==> src/rtl/bus_master_if.sv <==
// Master-side request/grant front end for the shared arbitrated bus.
// Takes one burst command at a time, requests the bus, drives the beats and releases.
module bus_master_if #(
  parameter int ADDR_W   = 8,
  parameter int DATA_W   = 8,
  parameter int LEN_W    = 4,
  parameter int MAX_WAIT = 15
) (
  input  logic              clk,
  input  logic              reset,
  input  logic              cmd_valid,
  output logic              cmd_ready,
  input  logic [ADDR_W-1:0] cmd_addr,
  input  logic              cmd_wr,
  input  logic [LEN_W-1:0]  cmd_len,
  input  logic [DATA_W-1:0] wdata,
  output logic              wdata_pop,
  output logic              req,
  input  logic              grant,
  output logic              bus_valid,
  output logic              bus_wr,
  output logic [ADDR_W-1:0] bus_addr,
  output logic [DATA_W-1:0] bus_wdata,
  input  logic [DATA_W-1:0] bus_rdata,
  output logic [DATA_W-1:0] rd_data,
  output logic              rd_valid,
  output logic              done,
  output logic              err
);

  localparam int WAIT_W = (MAX_WAIT < 2) ? 1 : $clog2(MAX_WAIT + 1);
  // Value the wait counter holds on the edge that completes the MAX_WAIT-th grantless cycle.
  localparam logic [WAIT_W-1:0] WAIT_LAST = WAIT_W'((MAX_WAIT > 0) ? MAX_WAIT - 1 : 0);

  typedef enum logic [1:0] {IDLE, REQ, XFER, REL} state_t;

  state_t              state;
  logic [ADDR_W-1:0]   addr_q;
  logic                wr_q;
  logic [LEN_W-1:0]    len_q;
  logic [LEN_W-1:0]    beat;
  logic [WAIT_W-1:0]   wait_cnt;

  assign cmd_ready = (state == IDLE);
  assign wdata_pop = bus_valid & bus_wr & grant;
  assign bus_wdata = (bus_valid && bus_wr) ? wdata : '0;

  always_ff @(posedge clk) begin
    if (reset) begin
      state     <= IDLE;
      req       <= 1'b0;
      bus_valid <= 1'b0;
      bus_wr    <= 1'b0;
      bus_addr  <= '0;
      rd_data   <= '0;
      rd_valid  <= 1'b0;
      done      <= 1'b0;
      err       <= 1'b0;
      addr_q    <= '0;
      wr_q      <= 1'b0;
      len_q     <= '0;
      beat      <= '0;
      wait_cnt  <= '0;
    end else begin
      // done/err and rd_valid are single-cycle pulses unless re-armed below.
      rd_valid <= 1'b0;
      done     <= 1'b0;
      err      <= 1'b0;
      case (state)
        IDLE: begin
          if (cmd_valid && cmd_ready) begin
            addr_q   <= cmd_addr;
            wr_q     <= cmd_wr;
            len_q    <= cmd_len;
            req      <= 1'b1;
            wait_cnt <= '0;
            state    <= REQ;
          end
        end
        REQ: begin
          if (grant) begin
            beat      <= '0;
            bus_valid <= 1'b1;
            bus_wr    <= wr_q;
            bus_addr  <= addr_q;
            state     <= XFER;
          end else if (MAX_WAIT != 0) begin
            if (wait_cnt == WAIT_LAST) begin
              req   <= 1'b0;
              done  <= 1'b1;
              err   <= 1'b1;
              state <= REL;
            end else begin
              wait_cnt <= wait_cnt + 1'b1;
            end
          end
        end
        XFER: begin
          // A beat only completes on an edge where grant is still held.
          if (!grant) begin
            req       <= 1'b0;
            bus_valid <= 1'b0;
            bus_wr    <= 1'b0;
            done      <= 1'b1;
            err       <= 1'b1;
            state     <= REL;
          end else begin
            if (!bus_wr) begin
              rd_data  <= bus_rdata;
              rd_valid <= 1'b1;
            end
            if (beat == len_q) begin
              req       <= 1'b0;
              bus_valid <= 1'b0;
              bus_wr    <= 1'b0;
              done      <= 1'b1;
              state     <= REL;
            end else begin
              beat     <= beat + 1'b1;
              bus_addr <= bus_addr + 1'b1;
            end
          end
        end
        REL: begin
          state <= IDLE;
        end
        default: begin
          state <= IDLE;
        end
      endcase
    end
  end

endmodule

==> config.mk <==
export PLATFORM = sky130hd
export DESIGN_NAME = bus_master_if
export DESIGN_NICKNAME = d
export VERILOG_FILES = /design/src/rtl/bus_master_if.sv
export SDC_FILE = /design/constraint.sdc
export NUM_CORES = 1
export LEC_CHECK = 0
export CAP_MARGIN = 20
export CORE_UTILIZATION = 25
export CTS_CLUSTER_DIAMETER = 150
export DETAILED_ROUTE_END_ITERATION = 12
export PLACE_DENSITY_LB_ADDON = 0.05
export REMOVE_ABC_BUFFERS = 1
export SYNTH_ARGS = -nofsm -noshare
export SYNTH_HDL_FRONTEND = slang
export SYNTH_SLANG_ARGS = --single-unit
==> constraint.sdc <==
create_clock -name clk -period 2.6 [get_ports clk]
set_clock_uncertainty 0.15 [all_clocks]
set_input_delay 0.52 -clock clk [delete_from_list [all_inputs] [get_ports clk]]
set_output_delay 0.52 -clock clk [all_outputs]
set_load 0.03 [all_outputs]
==> results.ini <==
[sta]
period_share = 0.945
clock_period_minus_final_worst_setup_slack_ps = 2460
setup_ws_ps = 142
number_of_hold_violations_in_the_final_report = 0
fmax_mhz = 407
setup_violations = 0
timing_worst_slew_pin_value_ps = 620
tns_ps = 0
rsz0062_at_grt = no
finalMaxSlewViolations = 0
holdWs_ps = 308
timing.slew.headroom = 0.586

[run_status]
status = completed

[critical_path]
timing.rr.start = state[0]
cp_data_arrival_time_ps = 1790
ff2ff_path_depth = 7
cp-endpoint = bus_wdata[3]
reg2reg_slack_ps = 480
critical_path.endpoint_type = output pin
regToRegEndpoint = bus_addr[0]
worst-endpoint-required_ps = 1930
worst-setup-path-type = primary input to output pin
crit_path_max_fanout = 1
critical_path.startpoint = wdata[3]
worst_setup_path_start_kind = primary input

[floorplanning]
initial_core_util = 0.257
fp.coreArea_um2 = 8640
fp-row-count = 34
ioPinCount = 65
floorplan.die_area_um2 = 9250
die_height_um = 96.2
chipWidth_um = 96.2

[yosys]
synth_top_area_share = 0.406
ys_seq_elements = 45
synth_flop_cell = sky130_fd_sc_hd__dfxtp_1
ys.warnings.count = 0
ys_seq_area_frac = 0.406
synth.cell_area_um2 = 2220
yosys.area.top_type = sky130_fd_sc_hd__dfxtp_1
number_of_flops_mapped_to_enable_cells_by_yosys = 0
synthesis.area_per_instance_um2 = 8.07
ys_async_sr_fraction = 0
synthesis.instances = 275
synth_cell_types = 44
yosys-top-cells-area = sky130_fd_sc_hd__dfxtp_1 (41%), sky130_fd_sc_hd__nand2_1 (8.8%), sky130_fd_sc_hd__a21oi_1 (7.9%)

[cts]
h-tree-depth = 2
cts.repair.resized = 0
cts-root-to-sink-buffers = 2
clkLatencyLatePin_ps = 300
cts-buffers-inserted = 5
post_cts.repair.setup_buffers = 0
worst_setup_hold_path_clk_slew_ps = 90
clock-sinks = 45
root_buffer = sky130_fd_sc_hd__clkbuf_8
cts.hold.buffers_added = 0
tritoncts = built

[placement]
post-place-ws_ps = 134
port-buffer-count = 64
post-place-cells = 450
place_congestion = 0.772
detailedPlacementHpwl_mm = 4.52

[layout]
synthToLayoutAreaGrowth_pct = 43.3
seqCellArea_um2 = 901
finalCoreUtilization = 0.368
final.fill_count = 907
layout.nets = 391
final_layout_size_suffix_gt1_frac = 0.0914
antenna-diode-count = 0
final_cells = 458
most-common-layout-cells = sky130_fd_sc_hd__clkdlybuf4s50_1 (63), sky130_fd_sc_hd__nand2_1 (52), sky130_fd_sc_hd__dfxtp_1 (45), sky130_fd_sc_hd__a21oi_1 (35), sky130_fd_sc_hd__buf_4 (18)
multi_input_area_um2 = 1220
final_common_cell = sky130_fd_sc_hd__clkdlybuf4s50_1

[power_and_ir_drop]
power.share.clock = 0.200
ir_worst_vdd_mv = 0.362
fraction_of_power_consumed_by_combinational_cells = 0.468
seqPwrFrac = 0.333
power_leakage_nw = 1.14
power-per-cell-area_nw_per_um2 = 857
power.net_switching_mw = 1.10
netSwitchingFraction = 0.402
internal-power_mw = 1.63

[global_routing]
pin_count_of_the_biggest_net_entering_global_routing = 24
grt_pass1_vias = 1961
grt_overflow_total = 0
grt_first_pass_wirelength_mm = 9.90
grtUsageTotal = 0.141
grt_antenna_before_repair = 0

[detailed_routing]
drt_pre_antenna_iters = 4
drt.antenna.violating_nets = 0
dr.first_iter.drc_count = 56
detail_route.drc_violations = 0
dr_total_vias = 2234
vias_per_cell = 4.88
wl_mm = 6.35
wl_per_cell_um = 13.9

[flow_run]
cap_viol_max_count = 0

[hold_path]
hold_class = flop to flop

-- stage by stage --
stage | power (mW) | area [µm²]
3_3_place_gp | 2.21 | 3060
4_1_cts | 2.77 | 3180
2_1_floorplan | 1.64 | 2160
3_5_place_dp | 2.21 | 3060
6_report | 2.73 | 3180
5_1_grt | 2.92 | 3180
-- cells in the mapped netlist (all sizes together) (5+ instances only) --
cell type and n:
buf 5, o31ai 5, a21oi 35, nor2 10, a211oi 5, clkbuf 9
dfxtp 45, nand2 52, inv 11, o21ai 8, ha 9, nor3 7
nand3 13, nor2b 5, and3 11
-- per-layer routing --
metal,vias to the layer above,track usage,share of wire,wire (µm)
met5,-,0,0,0
met4,0,0.0410,0.012,75
met3,6,0.0292,0.057,365
met2,65,0.231,0.45,2830
met1,1034,0.184,0.49,3080
li1,1129,-,-,-
-- cell families after synthesis --
family                     count (synthesis)  synth area share
and+or+nand+nor                          115             0.255
AOI/OAI and AO/OA                         73             0.210
DFF                                       45             0.406
buffers and inverters                     25            0.0434
adders and majority gates                  9            0.0508
xor gates and xnor gates                   4            0.0158
muxes                                      4            0.0186
-- worst max-delay path: stages --
cell and delay (ps):
sky130_fd_sc_hd__clkdlybuf4s50_1 460, sky130_fd_sc_hd__and3_1 150, sky130_fd_sc_hd__clkdlybuf4s50_1 660
-- final cells by class --
cell class / instances / area share
Sequential cell: 45 / 0.283
Multi-Input combinational cell: 205 / 0.384
Timing Repair Buffer: 81 / 0.241
Clock inverter: 3 / 0.0146
Inverter: 11 / 0.0130
Tap cell: 108 / 0.0425
Clock buffer: 5 / 0.0216
-- sequential cells by signal, summed over array words and instances, names as in the netlist --
name       cells
rd_data        8
state          2
bus_addr       8
rd_valid       1
wait_cnt       4
beat           4
wr_q           1
bus_valid      1
addr_q         8
len_q          4
done           1
req            1
err            1
bus_wr         1
-- power by group through the flow --
stage / sequential [mW] / combinational [mW] / clock [mW]
after floorplan: 0.999 / 0.639 / 0
after global placement: 0.922 / 1.29 / 0
after detailed placement: 0.923 / 1.29 / 0
after CTS: 0.908 / 1.29 / 0.576
after global routing: 0.925 / 1.40 / 0.600
final: 0.907 / 1.28 / 0.544
-- worst min-delay path by stage --
stage                     from          to  slack (ps)  cells past startpoint
floorplan            addr_q[3]   addr_q[3]         280                      2
global placement    rd_data[6]  rd_data[6]         290                      2
detailed placement  rd_data[2]  rd_data[2]         300                      2
CTS                 rd_data[2]  rd_data[2]         310                      2
global route        rd_data[6]  rd_data[6]         330                      2
finish              rd_data[2]  rd_data[2]         310                      2
Power figures use the tool's default switching activity.
